File: config.mk
export PLATFORM = sky130hd
export DESIGN_NAME = md_ctrl
export DESIGN_NICKNAME = d
export VERILOG_FILES = /design/src/rtl/md_ctrl.sv
export SDC_FILE = /design/constraint.sdc
export NUM_CORES = 2
export LEC_CHECK = 0
export ABC_AREA = 0
export CAP_MARGIN = 25
export CORE_ASPECT_RATIO = 1.2
export CORE_UTILIZATION = 35
export CTS_CLUSTER_SIZE = 12
export DETAILED_ROUTE_END_ITERATION = 12
export GPL_TIMING_DRIVEN = 0
export HOLD_SLACK_MARGIN = 0.12
export PLACE_DENSITY = 0.62
export SLEW_MARGIN = 30
export SYNTH_ARGS = -nofsm -noshare
export SYNTH_HDL_FRONTEND = slang
export SYNTH_SLANG_ARGS = --single-unit
File: constraint.sdc
create_clock -name clk -period 14.3 [get_ports clk]
set_input_delay 2.86 -clock clk [delete_from_list [all_inputs] [get_ports clk]]
set_output_delay 2.86 -clock clk [all_outputs]
set_load 0.1 [all_outputs]
File: src/rtl/md_ctrl.sv
// Multiply/divide controller: owns HI/LO, runs mult/mthi/mtlo in one cycle and
// sequences the signed/unsigned divider IPs. Optional macro: MD_DIV_ZERO_FAST_EN.
module md_ctrl (
    input  logic        clk,
    input  logic        reset,
    input  logic        req_valid,
    input  logic [5:0]  req_op,
    input  logic [31:0] req_src1,
    input  logic [31:0] req_src2,
    output logic        req_ready,
    input  logic        flush,
    output logic        busy,
    output logic [31:0] hi,
    output logic [31:0] lo,
    output logic        div_tvalid,
    output logic        divu_tvalid,
    input  logic        div_tready,
    input  logic        divu_tready,
    input  logic        div_dout_tvalid,
    input  logic        divu_dout_tvalid,
    input  logic [63:0] div_dout,
    input  logic [63:0] divu_dout,
    output logic [31:0] div_dividend,
    output logic [31:0] div_divisor
);

    typedef enum logic [1:0] {IDLE, ISSUE, WAIT, DRAIN} state_t;

    state_t      state_q, state_d;
    logic [31:0] hi_q, hi_d, lo_q, lo_d;
    logic [31:0] dividend_q, dividend_d, divisor_q, divisor_d;
    logic        sgn_q, sgn_d;
    logic        tvalid_q, tvalid_d;
    logic        flush_pend_q, flush_pend_d;

    logic op_mult, op_multu, op_div, op_divu, op_mthi, op_mtlo;
    assign {op_mult, op_multu, op_div, op_divu, op_mthi, op_mtlo} = req_op;

    // Sign-extend to 33 bits only for mult; low 64 bits of the product suffice.
    logic signed [32:0] mul_a, mul_b;
    logic signed [63:0] prod;
    assign mul_a = {op_mult & req_src1[31], req_src1};
    assign mul_b = {op_mult & req_src2[31], req_src2};
    assign prod  = mul_a * mul_b;

    logic        sel_tready, sel_dout_v;
    logic [63:0] sel_dout;
    assign sel_tready = sgn_q ? div_tready      : divu_tready;
    assign sel_dout_v = sgn_q ? div_dout_tvalid : divu_dout_tvalid;
    assign sel_dout   = sgn_q ? div_dout        : divu_dout;

    always_comb begin
        state_d      = state_q;
        hi_d         = hi_q;
        lo_d         = lo_q;
        dividend_d   = dividend_q;
        divisor_d    = divisor_q;
        sgn_d        = sgn_q;
        tvalid_d     = tvalid_q;
        flush_pend_d = flush_pend_q;
        req_ready    = 1'b0;
        case (state_q)
            IDLE: begin
                flush_pend_d = 1'b0;
                if (req_valid && !flush) begin
                    if (op_mult || op_multu) begin
                        req_ready = 1'b1;
                        hi_d      = prod[63:32];
                        lo_d      = prod[31:0];
                    end else if (op_mthi) begin
                        req_ready = 1'b1;
                        hi_d      = req_src1;
                    end else if (op_mtlo) begin
                        req_ready = 1'b1;
                        lo_d      = req_src1;
                    end else if (op_div || op_divu) begin
`ifdef MD_DIV_ZERO_FAST_EN
                        if (req_src2 == 32'd0) begin
                            req_ready = 1'b1;
                            lo_d      = 32'hFFFF_FFFF;
                            hi_d      = req_src1;
                        end else begin
                            dividend_d = req_src1;
                            divisor_d  = req_src2;
                            sgn_d      = op_div;
                            tvalid_d   = 1'b1;
                            state_d    = ISSUE;
                        end
`else
                        dividend_d = req_src1;
                        divisor_d  = req_src2;
                        sgn_d      = op_div;
                        tvalid_d   = 1'b1;
                        state_d    = ISSUE;
`endif
                    end
                end
            end
            ISSUE: begin
                // A flush here must not drop tvalid mid-handshake; remember it.
                if (flush) flush_pend_d = 1'b1;
                if (sel_tready) begin
                    tvalid_d = 1'b0;
                    state_d  = (flush || flush_pend_q) ? DRAIN : WAIT;
                end
            end
            WAIT: begin
                if (flush) begin
                    state_d = sel_dout_v ? IDLE : DRAIN;
                end else if (sel_dout_v) begin
                    req_ready = 1'b1;
                    lo_d      = sel_dout[63:32];
                    hi_d      = sel_dout[31:0];
                    state_d   = IDLE;
                end
            end
            DRAIN: begin
                if (sel_dout_v) state_d = IDLE;
            end
            default: state_d = IDLE;
        endcase
    end

    always_ff @(posedge clk) begin
        if (reset) begin
            state_q      <= IDLE;
            hi_q         <= 32'd0;
            lo_q         <= 32'd0;
            dividend_q   <= 32'd0;
            divisor_q    <= 32'd0;
            sgn_q        <= 1'b0;
            tvalid_q     <= 1'b0;
            flush_pend_q <= 1'b0;
        end else begin
            state_q      <= state_d;
            hi_q         <= hi_d;
            lo_q         <= lo_d;
            dividend_q   <= dividend_d;
            divisor_q    <= divisor_d;
            sgn_q        <= sgn_d;
            tvalid_q     <= tvalid_d;
            flush_pend_q <= flush_pend_d;
        end
    end

    assign busy         = (state_q != IDLE);
    assign hi           = hi_q;
    assign lo           = lo_q;
    assign div_tvalid   = tvalid_q & sgn_q;
    assign divu_tvalid  = tvalid_q & ~sgn_q;
    assign div_dividend = dividend_q;
    assign div_divisor  = divisor_q;

endmodule

After elaboration in Yosys (flattened, before gate mapping):

Cells that the tools add are included.

* $mul: 1
* equal/unequal tests: 15
* muxes and demuxes: 43
* bitwise operators: 8
* reductions and logical operators: 15

Operators by type and width (count)
* 32-bit two-way mux: 11
* 32-bit case mux with 2 select lines: 2
* 33-bit by 33-bit multiplier with 64-bit output: 1
* 64-bit two-way mux: 1
* 2-bit two-way mux: 9
* 2-bit inequality test (second input constant): 9
* 6-bit AND reduction: 3
* 1-bit two-way mux: 16
* 3-bit inequality test (second input constant): 3
* 2-bit case mux with 4 select lines: 1
* 7-bit AND reduction: 1
* 1-bit case mux with 2 select lines: 3
* 2-bit nonzero test: 3
* 5-bit AND reduction: 1
* 1-bit AND: 4
* 2-bit equality test (second input constant): 2
* 1-bit inverter: 4
* 1-bit logical OR: 3
* 2-bit by 1-bit equality test with 1-bit output (second input constant): 1
* 2-bit logical NOT: 1
* 2-bit AND reduction: 1
* 1-bit logical AND: 1
* 1-bit logical NOT: 1

* bits in registers: 133
* input bits: 206
* logic and storage cells: 90

Longest topological paths before layout:

* depth in word-level cells: 7
* gate-level depth with buffers: 31

Worst setup path before layout:

Ideal clock, no wire load.

* kind: input to register
* from: input req_src1[31]
* to: register hi_q[24], in the netlist hi[24]
* setup time: 0.075 ns
* arrival: 10.453 ns
* path slack: 3.772 ns
* stages on the path: 29
* path through: clkbuf_1 -> and2_1 -> clkbuf_1 -> nand2_1 -> inv_1 -> fa_1 -> inv_1 -> fa_1 -> inv_1 -> fa_1 -> fa_1 -> inv_1 -> fa_1 -> inv_1 -> fa_1 -> inv_1 -> fa_1 -> fa_1 -> inv_1 -> ha_1 -> clkbuf_1 -> nand3_1 -> nor3_1 -> nand3_1 -> nor3_1 -> o21a_1 -> nor3_1 -> or3b_1 -> a31oi_1

* cells in the longest elaborated chain, start to end: 5

Ends and longest elaborated chain
* from (decl): line 8 `input logic [31:0] req_src1,`
* 1-bit AND: line 42 `assign mul_a = {op_mult & req_src1[31], req_src1};`
* 33-bit by 33-bit multiplier with 64-bit output *: line 44 `assign prod = mul_a * mul_b;`
* 32-bit two-way mux *: line 66 `if (op_mult || op_multu) begin`
* 32-bit two-way mux *: line 65 `if (req_valid && !flush) begin`
* 32-bit case mux with 2 select lines *: line 62 `case (state_q)`
* to (signal assigned): line 136 `hi_q <= hi_d;`
* to (decl): line 30 `logic [31:0] hi_q, hi_d, lo_q, lo_d;`

Every way passes the cells marked *; elsewhere a longest branch is shown, timed or not. The select of a mux whose other input is x is not followed.
A chain may end at the register's enable or synchronous reset.

Final worst setup path:

* from: input req_op[5]
* to: register hi_q[24], in the netlist hi[24]

* cells in the longest elaborated chain, start to end: 5

Ends and longest elaborated chain
* from (decl): line 7 `input logic [5:0] req_op,`
* 1-bit AND (on tied branches): line 42, 43
* 33-bit by 33-bit multiplier with 64-bit output: line 44
* 32-bit two-way mux: line 66
* 32-bit two-way mux: line 65
* 32-bit case mux with 2 select lines: line 62

Parallel ways exist; a longest one is shown, timed or not. The select of a mux whose other input is x is not followed.

==> reports/metrics.csv <==
metric,value,unit
max cap viols,0,
# IOs,338,
Worst Setup Start Kind,primary input,
Async SR Flop Fraction,0,%
CTS HTree Levels,4,
GR Util met3,5.973,%
dominant cell type by area after synthesis,fa_1,
Total GRT Usage,28.79,%
Tightest Pin Transition,1192,ps
Critical Path Slowest Stage Cell,fa_1,
CTS tree,yes,
max-slew violations,0,
core footprint,126500,um^2
Post CTS Setup Buffer Count,0,
root buffer cell,clkbuf_16,
Fin Setup TNS,0,ps
largest net degree at the start of global routing,19,
min cycle time layout,13020,ps
CP dominant cell by count,fa_1,
Final Util,39.84,%
cts repair resizes,0,
most instantiated library cell after synthesis,inv_1,
met1 Usage GRT,35.12,%
CP peak stage delay,1010,ps
die height,393.1,um
die area,128900,um^2
"Seq/Total Area, Yosys",5.967,%
Syn Nets,6633,
top_reg_cell synth,dfxtp_1,
"Cell Area, Synth",44620,um^2
slew margin rel.,20.54,%
post-DP HPWL,154400,um
WL per Instance,25.78,um
row cnt,143,
Clock Sinks,133,
layout cells sized above 1,2.637,%
warnings from Yosys,0,
Top delay family on crit path,adder cells,
drt initial violations,3488,
final wirelength,183000,um
Most Crowded Layer GR,met2,
vias per cell,5.300,
CTS buffer count,17,
post-synthesis register bit count,133,
Crit path buffers/inverters,10,
vias in the first global route,39790,
Area after DPL,49780,um^2
met2 usage,46.45,%
port bufs,295,
initial antenna violation count,29,
Area Growth Syn to Fin,12.93,%
R2R Setup Slk,11130,ps
FMAX,76.80,MHz
distinct cell type count after synthesis,75,
Tightest Hold Check Type,flop to flop,
"EDFF count, synth",0,
cells after synthesis,5090,
DRC violation count after routing,0,
data required time of the worst path,14720,ps
unrepaired setup endpoints after global routing,false,
total number of vias,37620,
Starting Density,35.28,%
Avg Inst Size Synth,8.767,um^2
first-pass GRT wire length,265200,um
Clock Path Buffers,2,
first-pass iteration count of the detailed router,5,
clock latency on the worst-skew pair,490,ps
die width,328.0,um
final instance area,50390,um^2
ranking of synthesized cells by area,"fa_1 50%, inv_1 9.5%, nand2_1 8.1%, dfxtp_1 6.0%, ha_1 5.9%",
nets,6953,
GRT overflow,0,
"Max FO, Critical Path",10,
Post-synth top cells,"1,128 x inv_1, 1,125 x fa_1, 964 x nand2_1",
Layout Skew,19.26,ps
status,completed,
Post-DRT Antenna Nets,0,
Setup Crit Path Kind,primary input to flop,
share of Yosys cell area claimed by the top area cell type,50.47,%
fin crit share,91.05,%
GP Congestion,1.004,
Crit. End Element,flop,
"Setup violations, final",0,
Worst-path clk slew,80,ps
Fin. Hold Viols,0,
hold buffer count at CTS,0,
crit path DAT,13440,ps
## worst paths after layout
kind	end	depth (start not counted)	from
hold / removal	div_divisor[10]$_SDFFE_PP0P_	2	div_divisor[10]$_SDFFE_PP0P_
setup reg to reg	hi[28]$_SDFFE_PP0P_	8	state_q[0]$_SDFFE_PP0P_
setup / recovery	hi[24]$_SDFFE_PP0P_	28	req_op[5]
hold reg to reg	div_divisor[10]$_SDFFE_PP0P_	2	div_divisor[10]$_SDFFE_PP0P_
## per-stage QoR
| step | hold slack [ps] | setup slack, ps | std cells |
|---|---|---|---|
| 6_report | 455.4 | 1280 | 7099 |
| 5_1_grt | 473.4 | 919.2 | 7091 |
| 4_1_cts | 456.1 | 1358 | 7090 |
| 3_5_place_dp | 446.1 | 835.5 | 7058 |
| 3_3_place_gp | 441.3 | 916.4 | 7052 |
| 2_1_floorplan | 457.6 | 3772 | 5090 |
## cell type report
class                           instances  area [um^2]
Clock buffer                           17        425.4
Tap cell                             1667         2086
Inverter                             1128         4234
Clock inverter                         15        186.4
Sequential cell                       133         2663
Antenna cell                            9        22.52
Fill cell                           12840        76110
Multi-Input combinational cell       3490        36450
Buffer                                339         1330
Timing Repair Buffer                  301         2999
## kinds of logic after synthesis
family / after synthesis / synth area share [%]
and+or+nand+nor: 1577 / 16.25
buffers and inverters: 1467 / 12.37
adders and majority gates: 1337 / 56.42
AOI/OAI and AO/OA: 451 / 6.393
DFF: 133 / 5.967
xor gates and xnor gates: 69 / 1.354
muxes: 56 / 1.259
## layer usage
metal  routed length (um)  part of all wire, %
met4                13400                  7.3
met2                84760                   46
met3                16930                  9.3
met1                67800                   37
met5                   98                0.054
## sequential cells by signal, indices dropped and copies added, names as in the netlist
signal        count
div_dividend     32
div_divisor      32
flush_pend_q      1
hi               32
lo               32
sgn_q             1
state_q           2
tvalid_q          1
## cells in the final DEF, fill, tap and decap left out, types with 5 or more instances in the layout
master / count
o21ai_1: 9
xnor2_1: 48
a21oi_1: 208
o21bai_1: 10
buf_1: 11
clkdlybuf4s50_1: 276
ha_1: 212
and4_1: 9
o211ai_1: 23
xor2_1: 21
nand3_1: 32
o21ai_0: 51
and2_1: 348
and3_1: 23
nor2b_1: 25
buf_2: 27
nand4_1: 14
a31oi_1: 16
nand2b_1: 9
a211oi_1: 26
nand3b_1: 5
dfxtp_1: 133
or2_2: 13
diode_2: 9
a21o_1: 27
nand2_1: 964
mux2i_1: 55
inv_1: 1128
clkbuf_1: 282
inv_6: 5
nor3_1: 20
a311oi_1: 25
fa_1: 1124
nor2_1: 93
clkbuf_2: 38
clkbuf_16: 17
## tightest hold or removal path, delay by kind of cell (launching register included)
family           cells  cell delay, ps
AO/OA/AOI/OAI        1              50
flip-flops           1             310
AND/OR/NAND/NOR      1              50
Power is not shown: default switching activity piles up to over one toggle a cycle in this logic, so the estimate is an artifact.
